[src/rtl/npu_network_defines.sv]
// Shared mesh-network types: flit layout, flit kinds, output port encoding.
package npu_network_defines;

    localparam int TOT_X_NODE_W = 2;
    localparam int TOT_Y_NODE_W = 2;
    localparam int PAYLOAD_W    = 16;
    localparam int PORT_NUM_W   = 3;

    typedef enum logic [1:0] {HEADER, BODY, TAIL, HT} flit_type_t;

    typedef enum logic [PORT_NUM_W-1:0] {LOCAL, EAST, WEST, NORTH, SOUTH} port_t;

    typedef struct packed {
        logic [TOT_X_NODE_W-1:0] x;
        logic [TOT_Y_NODE_W-1:0] y;
    } coord_t;

    typedef struct packed {
        flit_type_t           flit_type;
        coord_t               destination;
        logic [PAYLOAD_W-1:0] payload;
    } flit_t;

endpackage

[src/rtl/routing_xy.sv]
// Dimension-ordered XY routing: resolve X first, then Y (y grows southwards).
module routing_xy
    import npu_network_defines::*;
#(
    parameter int MY_X_ADDR = 0,
    parameter int MY_Y_ADDR = 0
) (
    input  logic [TOT_X_NODE_W-1:0] dest_x,
    input  logic [TOT_Y_NODE_W-1:0] dest_y,
    output port_t                   port
);

    localparam logic [TOT_X_NODE_W-1:0] MY_X = TOT_X_NODE_W'(MY_X_ADDR);
    localparam logic [TOT_Y_NODE_W-1:0] MY_Y = TOT_Y_NODE_W'(MY_Y_ADDR);

    // NOTE: default assignment first so every path drives port and no latch is inferred.
    always_comb begin
        port = LOCAL;
        if (dest_x > MY_X)      port = EAST;
        else if (dest_x < MY_X) port = WEST;
        else if (dest_y > MY_Y) port = SOUTH;
        else if (dest_y < MY_Y) port = NORTH;
    end

endmodule

[src/rtl/sync_fifo_flit.sv]
// Single-clock flit FIFO; a write on a full FIFO is accepted only alongside a pop.
module sync_fifo_flit
    import npu_network_defines::*;
#(
    parameter int DEPTH = 8
) (
    input  logic                     clk,
    input  logic                     reset,
    input  logic                     push,
    input  flit_t                    data_in,
    input  logic                     pop,
    output flit_t                    data_out,
    output logic                     full,
    output logic                     empty,
    output logic [$clog2(DEPTH):0]   occupancy
);

    localparam int AW = $clog2(DEPTH);

    flit_t          mem [DEPTH];
    logic [AW-1:0]  wr_ptr;
    logic [AW-1:0]  rd_ptr;
    logic [AW:0]    count;
    logic           push_ok;
    logic           pop_ok;

    assign empty     = (count == '0);
    assign full      = (count == (AW+1)'(DEPTH));
    assign occupancy = count;
    assign pop_ok    = pop && !empty;
    assign push_ok   = push && (!full || pop_ok);
    assign data_out  = mem[rd_ptr];

    // NOTE: storage is not reset; the pointers alone define which entries are valid.
    always_ff @(posedge clk) begin
        if (push_ok) mem[wr_ptr] <= data_in;
    end

    // NOTE: sequential state uses non-blocking assignments so all registers update together.
    always_ff @(posedge clk) begin
        if (reset) begin
            wr_ptr <= '0;
            rd_ptr <= '0;
            count  <= '0;
        end else begin
            if (push_ok) wr_ptr <= wr_ptr + 1'b1;
            if (pop_ok)  rd_ptr <= rd_ptr + 1'b1;
            count <= count + (AW+1)'(push_ok) - (AW+1)'(pop_ok);
        end
    end

endmodule

[src/rtl/router_input_unit.sv]
// Single-VC router input port: flit buffer, on/off back-pressure, per-packet
// route latch and switch-allocator request interface.
module router_input_unit
    import npu_network_defines::*;
#(
    parameter int MY_X_ADDR  = 0,
    parameter int MY_Y_ADDR  = 0,
    parameter int FIFO_DEPTH = 8,
    parameter int ON_OFF_LAT = 2
) (
    input  logic  clk,
    input  logic  reset,
    input  logic  flit_in_valid,
    input  flit_t flit_in,
    output logic  on_off_out,
    output logic  sa_request,
    output port_t sa_port,
    output flit_t flit_out,
    input  logic  sa_grant,
    output logic  proto_error
);

    localparam int OCC_W = $clog2(FIFO_DEPTH) + 1;
    localparam logic [OCC_W-1:0] ON_THRESH = OCC_W'(FIFO_DEPTH - ON_OFF_LAT);

    typedef enum logic {IDLE, ROUTED} state_t;

    state_t           state;
    logic             first_pending;
    flit_t            head;
    logic             full;
    logic             empty;
    logic [OCC_W-1:0] occ;
    logic [OCC_W-1:0] occ_next;
    port_t            route;
    logic             head_is_start;
    logic             head_is_end;
    logic             pop;
    logic             push_ok;

    sync_fifo_flit #(.DEPTH(FIFO_DEPTH)) u_fifo (
        .clk       (clk),
        .reset     (reset),
        .push      (flit_in_valid),
        .data_in   (flit_in),
        .pop       (pop),
        .data_out  (head),
        .full      (full),
        .empty     (empty),
        .occupancy (occ)
    );

    routing_xy #(.MY_X_ADDR(MY_X_ADDR), .MY_Y_ADDR(MY_Y_ADDR)) u_routing (
        .dest_x (head.destination.x),
        .dest_y (head.destination.y),
        .port   (route)
    );

    assign head_is_start = (head.flit_type == HEADER) || (head.flit_type == HT);
    assign head_is_end   = (head.flit_type == TAIL)   || (head.flit_type == HT);
    assign sa_request    = (state == ROUTED) && !empty;
    assign flit_out      = head;

    // Stray BODY/TAIL at the head while idle is discarded without a request.
    assign pop      = ((state == IDLE) && !empty && !head_is_start) || (sa_request && sa_grant);
    assign push_ok  = flit_in_valid && (!full || pop);
    assign occ_next = occ + OCC_W'(push_ok) - OCC_W'(pop);

    always_ff @(posedge clk) begin
        if (reset) begin
            state         <= IDLE;
            first_pending <= 1'b0;
            sa_port       <= LOCAL;
            on_off_out    <= 1'b0;
            proto_error   <= 1'b0;
        end else begin
            on_off_out <= (occ_next >= ON_THRESH);
            if (flit_in_valid && full && !pop) proto_error <= 1'b1;
            case (state)
                IDLE: begin
                    if (!empty) begin
                        if (head_is_start) begin
                            sa_port       <= route;
                            first_pending <= 1'b1;
                            state         <= ROUTED;
                        end else begin
                            proto_error <= 1'b1;
                        end
                    end
                end
                ROUTED: begin
                    // A new header after the routed one means a missing tail; keep the route.
                    if (!empty && head_is_start && !first_pending) proto_error <= 1'b1;
                    if (pop) begin
                        first_pending <= 1'b0;
                        if (head_is_end) state <= IDLE;
                    end
                end
                default: state <= IDLE;
            endcase
        end
    end

endmodule

[config.mk]
export PLATFORM = sky130hd
export DESIGN_NAME = router_input_unit
export DESIGN_NICKNAME = d
export VERILOG_FILES = /design/src/rtl/npu_network_defines.sv /design/src/rtl/routing_xy.sv /design/src/rtl/sync_fifo_flit.sv /design/src/rtl/router_input_unit.sv
export SDC_FILE = /design/constraint.sdc
export NUM_CORES = 1
export LEC_CHECK = 0
export CAP_MARGIN = 10
export CORE_MARGIN = 4
export CORE_UTILIZATION = 60
export DETAILED_ROUTE_END_ITERATION = 12
export PLACE_DENSITY = 0.9
export SLEW_MARGIN = 10
export SYNTH_ARGS = -nofsm -noshare
export SYNTH_HDL_FRONTEND = slang
export SYNTH_SLANG_ARGS = --single-unit
[constraint.sdc]
create_clock -name clk -period 7.7 [get_ports clk]
set_input_delay 2.31 -clock clk [delete_from_list [all_inputs] [get_ports clk]]
set_output_delay 2.31 -clock clk [all_outputs]
set_load 0.02 [all_outputs]
After elaboration in Yosys (flattened, before gate mapping)
Memory sizes are Yosys's and may differ from the RTL's. A register that Yosys moved wholly into a read port is not among the register bits.
Cells that the tools add are included.
{"block": "op_classes", "n_addsub": 6, "order_cmp": 5, "eq_ne": 6, "muxes": 22, "bitwise": 2, "reduce_logical": 25}
{"cell": "3-bit 2-to-1 mux", "n": 5}
{"cell": "1-bit 2-to-1 mux", "n": 13}
{"cell": "1-bit logical AND", "n": 11}
{"cell": "4-bit by 1-bit adder with 4-bit output", "n": 2}
{"cell": "4-bit by 1-bit subtractor with 4-bit output", "n": 2}
{"cell": "3-bit by 1-bit adder with 3-bit output, second input constant", "n": 2}
{"cell": "1-bit one-hot mux with 2 select lines", "n": 3}
{"cell": "3-bit AND reduction", "n": 2}
{"cell": "1-bit logical NOT", "n": 5}
{"cell": "1-bit logical OR", "n": 5}
{"cell": "2-bit == test, second input constant", "n": 2}
{"cell": "4-bit == test, second input constant", "n": 1}
{"cell": "4-bit by 3-bit >= comparator with 1-bit output, second input constant", "n": 1}
{"cell": "2-bit by 1-bit greater-than comparator with 1-bit output, second input constant", "n": 2}
{"cell": "4-bit logical NOT", "n": 1}
{"cell": "2-bit by 1-bit less-than comparator with 1-bit output, second input constant", "n": 2}
{"cell": "2-bit != test, second input constant", "n": 2}
{"cell": "2-bit logical NOT", "n": 1}
{"cell": "2-bit 2-to-1 mux", "n": 1}
{"cell": "2-bit by 1-bit != test with 1-bit output, second input constant", "n": 1}
{"cell": "1-bit inverter", "n": 2}
{"block": "word_totals", "ff_bits": 17, "ramBits": 176, "in_bits": 26, "output_inout_bits": 28, "elab_cells": 75, "memories": 1}
{"name": "u_fifo.mem", "depth": 8, "word_bits": 22, "rd": 1, "rd_clocked_by_memory_dff": 1, "write_ports": 1, "line_no": "sync_fifo_flit.sv:20", "source": "flit_t mem [DEPTH];"}

Logic depth before layout (Yosys ltp)
Gate-level depths: netlist (run 1).
{"block": "depth", "ltp_word": 11, "depth_mapped": 14, "mapped_depth_nobuf": 12}

Hierarchy
A second synthesis (run 1) with hierarchy kept.
{"block": "hier_totals", "hier_cells": 407, "hier_area_um2": 7908.8}
{"module": "sync_fifo_flit", "n_inst": 1, "cells_per_inst": 350, "area_each_um2": 7419.6, "seq_area_each_um2": 5545.3}
{"module": "router_input_unit", "n_inst": 1, "cells_per_inst": 52, "area_each_um2": 459.2, "seq_area_each_um2": 140.1}
{"module": "routing_xy", "n_inst": 1, "cells_per_inst": 5, "area_each_um2": 30.0, "seq_area_each_um2": 0.0}

Least setup slack after synthesis (run 1)
Ideal clock, no wire load.
{"block": "synth_path", "path_kind": "input-to-reg", "from": "in sa_grant", "to": "mem u_fifo.mem[0][0] (netlist name) (enable)", "setup_ps": 457, "arrival_ps": 4947, "required_ps": 7243, "slack_ps": 2296, "stages": 4, "path_buffers": 0, "path_cell_list": "nand2_1 > a21boi_4 > o21ai_4 > nor4_1"}
{"block": "synth_via", "elab_chain_len": 7}
{"element": "start: declaration", "line_no": "router_input_unit.sv:19", "source": "input logic sa_grant,"}
{"element": "1-bit logical AND", "line_no": "router_input_unit.sv:65", "source": "assign pop = ((state == IDLE) && !empty && !head_is_start) || (sa_request && sa_grant);"}
{"element": "1-bit logical OR", "line_no": "router_input_unit.sv:65"}
{"element": "1-bit logical AND", "line_no": "sync_fifo_flit.sv:30", "source": "assign pop_ok = pop && !empty;"}
{"element": "net u_fifo.pop_ok", "line_no": "sync_fifo_flit.sv:25", "source": "logic pop_ok;"}
{"element": "1-bit logical OR", "line_no": "sync_fifo_flit.sv:31", "source": "assign push_ok = push && (!full || pop_ok);"}
{"element": "1-bit logical AND", "line_no": "sync_fifo_flit.sv:31"}
{"element": "1-bit 2-to-1 mux", "line_no": "sync_fifo_flit.sv:36", "source": "if (push_ok) mem[wr_ptr] <= data_in;"}
{"element": "1-bit 2-to-1 mux (not written as such)", "line_no": "sync_fifo_flit.sv:36"}
{"element": "end: declaration", "line_no": "sync_fifo_flit.sv:20"}
The timed path passes the listed nets, and every way through them passes these cells.

==> results.rst, run 1 <==
.. list-table::
   :header-rows: 1

   * - Metric
     - Value
   * - Element type at the critical path end
     - output port
   * - Violation count after the first detailed-routing iteration
     - ~260
   * - Share of synthesized registers carrying an async set or reset
     - 0%
   * - Worst slew margin relative to its limit
     - 23.48%
   * - Reported leakage power
     - 2.921 nW
   * - Clock tree from TritonCTS
     - yes
   * - Fraction of the yosys area taken by sequential cells
     - between 70% and 80%
   * - Sequential share of power
     - approximately 44%
   * - Power after layout
     - roughly 0.0030 W
   * - Latest clock arrival within the worst-skew pair
     - 0.43 ns
   * - ANT cells
     - 0
   * - Post-Route Utilization
     - 71.46%
   * - Setup repair bufs after CTS
     - 0
   * - Vias after detailed routing
     - around 3,700
   * - Residual DRC count
     - 0
   * - ANT nets after route
     - 0
   * - Required time worst endpoint
     - between 5 and 6 ns
   * - Cell Int Power
     - between 0.002 and 0.0025 W
   * - Min-delay worst type
     - flop to flop
   * - Flip-flop cell with the highest count after synthesis
     - sky130_fd_sc_hd__edfxtp_1
   * - Final count of pins violating max slew
     - 0
   * - Distinct cell type count after synthesis
     - between 40 and 50
   * - Maximum capacitance violations
     - 0
   * - Maximum number of pins on one net before global-route repair
     - between 40 and 50
   * - Clock-pin transition on the worst setup and hold timing paths
     - about 0.070 ns
   * - Synthesis Warnings
     - 0
   * - Status
     - completed
   * - Biggest fanout along the worst timing path
     - 25
   * - Count of flip-flops with a built-in enable after synthesis
     - about 180
   * - Ports placed on the boundary
     - between 50 and 60
   * - Max stage delay cell, worst path
     - sky130_fd_sc_hd__dfxtp_2
   * - Die footprint
     - 14,740 µm²
   * - Clock Path Buffers
     - 2
   * - Wirelength, routed
     - around 14,000 µm
   * - Detailed-route vias per instance
     - roughly 5.9
   * - Vias in the first global route
     - 3,898
   * - Global-route congestion overflow total
     - 0
   * - # clock sinks
     - a little under 200
   * - Area of the core
     - approximately 13,000 µm²
   * - Critical path type
     - flop to output port
   * - Number of gates given a new drive strength after cts
     - 0
   * - Final setup vio count
     - 0
   * - Post-route minimum period
     - 5.589 ns
   * - Number of iterations in the first detailed-routing pass
     - 5
   * - Cts hold-fix bufs
     - 0
   * - Area growth from synthesis to layout
     - 16.86%
   * - Hold Crit Start
     - proto_error
   * - CTS root buf
     - sky130_fd_sc_hd__clkbuf_16
   * - Switching power share of the total
     - 29.62%
   * - Setup clock skew after layout
     - roughly 0.0078 ns
   * - Area of the mapped netlist
     - 7716 µm²
   * - Number of levels the H-tree was split into
     - 4
   * - Number of standard cells after synthesis
     - roughly 390
   * - Synth top area share
     - between 60% and 70%
   * - Fraction of final layout cells sized beyond drive strength 1
     - approximately a quarter
   * - Initial core utilization
     - 61.14%
   * - Switching pwr
     - between 0.0008 and 0.0009 W
   * - Die boundary height
     - ~120 µm
   * - Routed wire per std cell
     - ~22 µm
   * - Highest Clock Rate
     - approximately 180 MHz
   * - Setup repair after global routing missed its margin
     - no
   * - Share of total power in combinational logic
     - approximately 29%
   * - Weighted congestion at the end of routability-driven global placement
     - 0.7464
   * - Min Hold Slack
     - 0.4776 ns
   * - Transition time of the tightest slew-check pin
     - 1.148 ns
   * - Clock power frac
     - a little over a quarter
   * - Final Net Count
     - between 400 and 500
   * - Post-synth net total
     - 426
   * - Cell Chain, Critical Path
     - buf_4, mux4_2, mux2_2, clkdlybuf4s50_1
   * - Initial antenna violation count
     - 0
   * - Setup TNS
     - 0 ns
   * - Quantity of I/O buffers inserted on ports
     - 52
   * - Synth Register Bits
     - around 200
   * - Largest incremental delay on the critical path
     - 0.84 ns
   * - Startpoint Class
     - flop
   * - Library cell occupying the most area in the post-synthesis netlist
     - sky130_fd_sc_hd__edfxtp_1
   * - Worst IR drop on VDD
     - ~190 µV
   * - Synthesized area divided by synthesized cell count
     - approximately 20 µm²
   * - Total clock buffers created by CTS
     - 17
   * - HPWL after detailed placement
     - about 7900 µm
   * - Number of standard-cell rows in the floorplan
     - slightly above 40
   * - Period utilization
     - roughly 73%
   * - Count of endpoints failing hold in the final timing report
     - 0
   * - Ranking of synthesized cells by area
     - sky130_fd_sc_hd__edfxtp_1 (68%), sky130_fd_sc_hd__mux4_2 (12%), sky130_fd_sc_hd__dfxtp_1 (4.9%)
   * - Crit path buf inv count
     - 2
   * - Wire length of the first global-routing pass
     - roughly 22,000 µm
   * - Worst path arrival time
     - approximately 3.3 ns
   * - Horizontal die dimension
     - between 100 and 150 µm
   * - Total global routing track utilization
     - roughly a fifth
   * - Power per cell area
     - between 300 and 400 nW/µm²
   * - Family with the most delay on the worst path
     - buffers and inverters
## worst reg2reg max path: stages, from the launching register on
cell and delay (ns):
sky130_fd_sc_hd__dfxtp_2 1.09, sky130_fd_sc_hd__mux4_2 0.44, sky130_fd_sc_hd__mux2_2 0.33, sky130_fd_sc_hd__ha_1 0.33
sky130_fd_sc_hd__or2_1 0.30, sky130_fd_sc_hd__a21boi_4 0.30, sky130_fd_sc_hd__o21ai_4 0.17, sky130_fd_sc_hd__inv_4 0.12
sky130_fd_sc_hd__nand2_2 0.11, sky130_fd_sc_hd__nor2_4 0.71
## metrics by stage
| stage | setup WS, ns | std cells | cell area, µm² |
|---|---|---|---|
| 2_1_floorplan | 2.296 | 385 | 7716 |
| 3_3_place_gp | 2.542 | 601 | 8472 |
| 3_5_place_dp | 2.519 | 601 | 8472 |
| 4_1_cts | 2.018 | 633 | 9017 |
| 5_1_grt | 1.850 | 633 | 9017 |
| 6_report | 2.111 | 633 | 9017 |
## Yosys cell counts, types with 3 or more instances
| cell | count |
|---|---|
| sky130_fd_sc_hd__mux2_2 | 19 |
| sky130_fd_sc_hd__xor2_1 | 4 |
| sky130_fd_sc_hd__inv_1 | 12 |
| sky130_fd_sc_hd__buf_2 | 8 |
| sky130_fd_sc_hd__nor3_1 | 4 |
| sky130_fd_sc_hd__mux4_2 | 42 |
| sky130_fd_sc_hd__nand2_1 | 10 |
| sky130_fd_sc_hd__edfxtp_1 | 176 |
| sky130_fd_sc_hd__nor2_1 | 19 |
| sky130_fd_sc_hd__nand3_1 | 3 |
| sky130_fd_sc_hd__clkbuf_1 | 5 |
| sky130_fd_sc_hd__mux2i_1 | 6 |
| sky130_fd_sc_hd__nand2b_1 | 3 |
| sky130_fd_sc_hd__a21oi_1 | 6 |
| sky130_fd_sc_hd__ha_1 | 13 |
| sky130_fd_sc_hd__xnor2_1 | 3 |
| sky130_fd_sc_hd__dfxtp_1 | 19 |
## cell families (layout without fill, tap and decap cells)
family                     after synthesis  count (layout)  synth area share, %
adders and majority gates               15              15                2.627
muxes                                   68              68                16.10
AOI/OAI and AO/OA                       18              18                1.946
buffers and inverters                   31             107                1.865
DFF                                    195             195                73.42
other                                    1               1              0.04860
and+or+nand+nor                         49              49                2.984
xor gates and xnor gates                 8               8                1.005
## cell usage in the layout (no fill, tap or decap), types with 9 or more instances in the layout
cell and n:
sky130_fd_sc_hd__buf_4 9, sky130_fd_sc_hd__clkbuf_16 17, sky130_fd_sc_hd__clkdlybuf4s50_1 52, sky130_fd_sc_hd__dfxtp_1 17
sky130_fd_sc_hd__edfxtp_1 176, sky130_fd_sc_hd__ha_1 13, sky130_fd_sc_hd__inv_1 12, sky130_fd_sc_hd__inv_6 9
sky130_fd_sc_hd__mux2_2 19, sky130_fd_sc_hd__mux4_2 42, sky130_fd_sc_hd__nand2_1 10, sky130_fd_sc_hd__nor2_1 16
## area by class of cell
type	instances	area [µm²]
fillers	779	3602
inverters	14	55.05
repair buffers	61	588.1
flip-flops and latches	195	5668
clock inverters	15	120.1
clock buffers	17	425.4
well taps	172	215.2
multi-input cells	159	1946
## power groups by stage
stage | Sequential, W | Combinational [W] | Clock (W)
finish | 0.00133 | 0.000870 | 0.000805
global route | 0.00135 | 0.000948 | 0.000869
CTS | 0.00134 | 0.000883 | 0.000816
detailed placement | 0.00136 | 0.000873 | 0
global placement | 0.00135 | 0.000842 | 0
floorplan | 0.00130 | 0.000644 | 0
## path summary, 6_finish.rpt
kind / endpoint / slack (ns) / cells after the start
worst max-delay path: flit_out[5] / 2.11 / 4
worst min-delay path: proto_error / 0.48 / 2
worst max register to register: u_fifo.mem[7][13] / 3.42 / 9
worst min register to register: proto_error / 0.48 / 2
## layer usage
metal | track usage (%) | wire length [µm] | up-vias
met1 | 28.09 | 5553 | 1901
met2 | 31.99 | 6867 | 144
met3 | 4.755 | 997 | 22
li1 | - | - | 1655
met5 | 0 | 0 | -
met4 | 7.703 | 295 | 0
## sequential cells by signal, summed over array words and instances, names as in the netlist, named ones only
signal / flops
proto_error: 1
sa_port: 2
first_pending: 1
on_off_out: 1
u_fifo.rd_ptr: 3
state: 1
u_fifo.wr_ptr: 3
u_fifo.mem: 176
u_fifo.occupancy: 4
Power figures use the tool's default switching activity.
==> run 2: changes to the inputs <==
- CORE_UTILIZATION: 60 -> 53
- PLACE_DENSITY: 0.9 -> 0.85
- clock period: 7.7 -> 4.6 ns (I/O delays scaled with it)
==> run 2 against run 1 <==
  * Combinational power is 76% higher
  * Flip-flop and latch count stayed put
  * Global-route usage is 1.9 points lower
  * Clock skew is 0.00060 ns lower
  * Clock power is 70% higher
  * Critical path depth is 1 higher
  * Die area is 12% higher
  * Utilization is 7.1 points lower
  * Final area is 0.64% higher
  * Worst setup slack worse by 1.7 ns
  * First-iteration DRC count is 24% lower
  * Highest routed layer unchanged
==> results.rst, run 2 (synthesis gave the netlist of run 1 again) <==
.. list-table::
   :header-rows: 1

   * - Metric
     - Value
   * - Status
     - completed
   * - # clock sinks
     - between 150 and 200
   * - Total global routing track utilization
     - a little under a fifth
   * - Worst reg-to-reg path cell count
     - 10
   * - Met2 usage in global routing
     - 30.61%
   * - Area growth from synthesis to layout
     - 17.61%
   * - Worst path arrival time
     - around 2.9 ns
   * - Area of the core
     - ~14,000 µm²
   * - Startpoint Class
     - flop
   * - Die boundary height
     - around 130 µm
   * - Routed wire per std cell
     - between 20 and 25 µm
   * - Vias in the first global route
     - 3,913
   * - Maximum number of pins on one net before global-route repair
     - 24
   * - Max stage delay cell, worst path
     - sky130_fd_sc_hd__dfxtp_2
   * - Family with the most delay on the worst path
     - buffers and inverters
   * - ANT nets after route
     - 0
   * - Clock-pin transition on the worst setup and hold timing paths
     - about 0.060 ns
   * - Die footprint
     - about 17,000 µm²
   * - Post-Route Utilization
     - around 64%
   * - Quantity of I/O buffers inserted on ports
     - between 50 and 60
   * - Count of endpoints failing hold in the final timing report
     - 0
   * - Latest clock arrival within the worst-skew pair
     - 0.42 ns
   * - Register ranked first by flip-flop count
     - u_fifo.mem
   * - CTS root buf
     - sky130_fd_sc_hd__clkbuf_16
   * - ANT cells
     - 0
   * - Highest Clock Rate
     - around 240 MHz
   * - Residual DRC count
     - 0
   * - Critical path type
     - flop to output port
   * - Fraction of final layout cells sized beyond drive strength 1
     - 25.65%
   * - Cell Chain, Critical Path
     - buf_4, mux4_2, mux2i_4, inv_1, clkdlybuf4s50_1
   * - Total clock buffers created by CTS
     - 17
   * - Post-route minimum period
     - about 4.2 ns
   * - Largest incremental delay on the critical path
     - 0.60 ns
   * - Wire length of the first global-routing pass
     - 22,430 µm
   * - Cts hold-fix bufs
     - 0
   * - Global-route congestion overflow total
     - 0
   * - Biggest fanout along the worst timing path
     - 18
   * - Clock tree from TritonCTS
     - yes
   * - Detailed-route vias per instance
     - roughly 5.8
   * - Initial antenna violation count
     - 0
   * - Final Net Count
     - around 490
   * - HPWL after detailed placement
     - 8621 µm
   * - Number of standard-cell rows in the floorplan
     - 43
   * - Element type at the critical path end
     - output port
   * - Number of levels the H-tree was split into
     - 4
   * - Leading cell type in the layout, fill and taps excluded
     - sky130_fd_sc_hd__edfxtp_1
   * - Met3 Resource Use GR
     - 4.234%
   * - Ports placed on the boundary
     - 54
   * - Busiest grt layer
     - met2
   * - Worst slew margin relative to its limit
     - 52.96%
   * - Maximum capacitance violations
     - 0
   * - Setup clock skew after layout
     - about 0.0072 ns
   * - Power per cell area
     - 562.1 nW/µm²
   * - Weighted congestion at the end of routability-driven global placement
     - ~0.79
   * - Horizontal die dimension
     - 128.7 µm
   * - Initial core utilization
     - 54.74%
   * - Number of gates given a new drive strength after cts
     - 0
   * - Reported leakage power
     - 2.949 nW
   * - Number of iterations in the first detailed-routing pass
     - 6
   * - Clock Path Buffers
     - 2
   * - Total cell area at the placement stage
     - 8529 µm²
   * - Grt met1 use
     - around a quarter
   * - Final count of pins violating max slew
     - 0
   * - Vias after detailed routing
     - approximately 3,700
   * - Setup repair bufs after CTS
     - 0
   * - Min-delay worst type
     - flop to flop
   * - Required time worst endpoint
     - 3.22 ns
   * - Number of stages on the worst setup path
     - 5
   * - Max FFs per register
     - 176
   * - Cell depth of the worst hold path
     - 2
   * - Final setup vio count
     - 0
   * - Wirelength, routed
     - 14,420 µm
   * - Transition time of the tightest slew-check pin
     - 0.7034 ns
   * - Commonest cells after routing, fill and taps aside
     - sky130_fd_sc_hd__edfxtp_1 (176), sky130_fd_sc_hd__clkdlybuf4s50_1 (52), sky130_fd_sc_hd__mux4_2 (42), sky130_fd_sc_hd__mux2_2 (19)
   * - Period utilization
     - approximately nine tenths
   * - Setup repair after global routing missed its margin
     - no
   * - Violation count after the first detailed-routing iteration
     - about 200
   * - Crit path buf inv count
     - 3
   * - Final std cell area, no fill
     - 9075 µm²
   * - Worst IR drop on VDD
     - between 300 and 400 µV
[run 2: worst paths after layout]
path / end / slack [ns] / startpoint
worst max-delay path: flit_out[18] / 0.37 / flop
worst min-delay path: proto_error / 0.50 / proto_error
worst max register to register: u_fifo.mem[1][7] / 0.84 / flop
worst min register to register: proto_error / 0.50 / proto_error
[run 2: per-stage QoR]
stage | setup WS (ns) | hold slack (ns) | total power (W) | setup TNS [ns] | std cells
global placement | 0.8138 | 0.4639 | 0.003703 | 0 | 614
CTS | 0.2981 | 0.5065 | 0.005148 | 0 | 644
floorplan | -0.03443 | 0.4847 | 0.003262 | -2.272 | 385
detailed placement | 0.7629 | 0.4870 | 0.003778 | 0 | 614
finish | 0.3690 | 0.5000 | 0.005101 | 0 | 644
global route | 0.1577 | 0.5172 | 0.005358 | 0 | 644
[run 2: metal layers]
metal	up-vias	routed length [µm]	part of all wire, %
met4	0	201	1.4
met3	19	826	5.7
met1	1928	5796	40
met2	126	7597	53
li1	1664	-	-
met5	-	0	0
[run 2: where the power goes]
group | internal [W] | switching (W)
Combinational | 0.000762 | 0.000768
Clock | 0.000786 | 0.000588
Sequential | 0.00209 | 0.000108
[run 2: worst reg2reg max path, cell delays in order, from the launching register on]
cell and delay, ns:
sky130_fd_sc_hd__dfxtp_2 0.60, sky130_fd_sc_hd__mux4_2 0.57, sky130_fd_sc_hd__mux2i_1 0.37, sky130_fd_sc_hd__ha_1 0.34, sky130_fd_sc_hd__or2_1 0.29, sky130_fd_sc_hd__a21boi_4 0.30
sky130_fd_sc_hd__o21ai_4 0.18, sky130_fd_sc_hd__inv_4 0.12, sky130_fd_sc_hd__nand2_2 0.11, sky130_fd_sc_hd__nor3_4 0.14, sky130_fd_sc_hd__buf_4 0.38
[run 2: cell type report]
class | count | area [µm²]
Clock buffer | 18 | 429.2
Clock inverter | 12 | 116.4
Fill cell | 912 | 5021
Inverter | 14 | 55.05
Multi-Input combinational cell | 159 | 1956
Sequential cell | 195 | 5668
Tap cell | 180 | 225.2
Timing Repair Buffer | 66 | 625.6
==> run 3: changes to the inputs <==
- ABC_AREA: not set -> 0
==> results of run 3 <==
No change in the layout: final DEF, timing and power equal those of run 2.
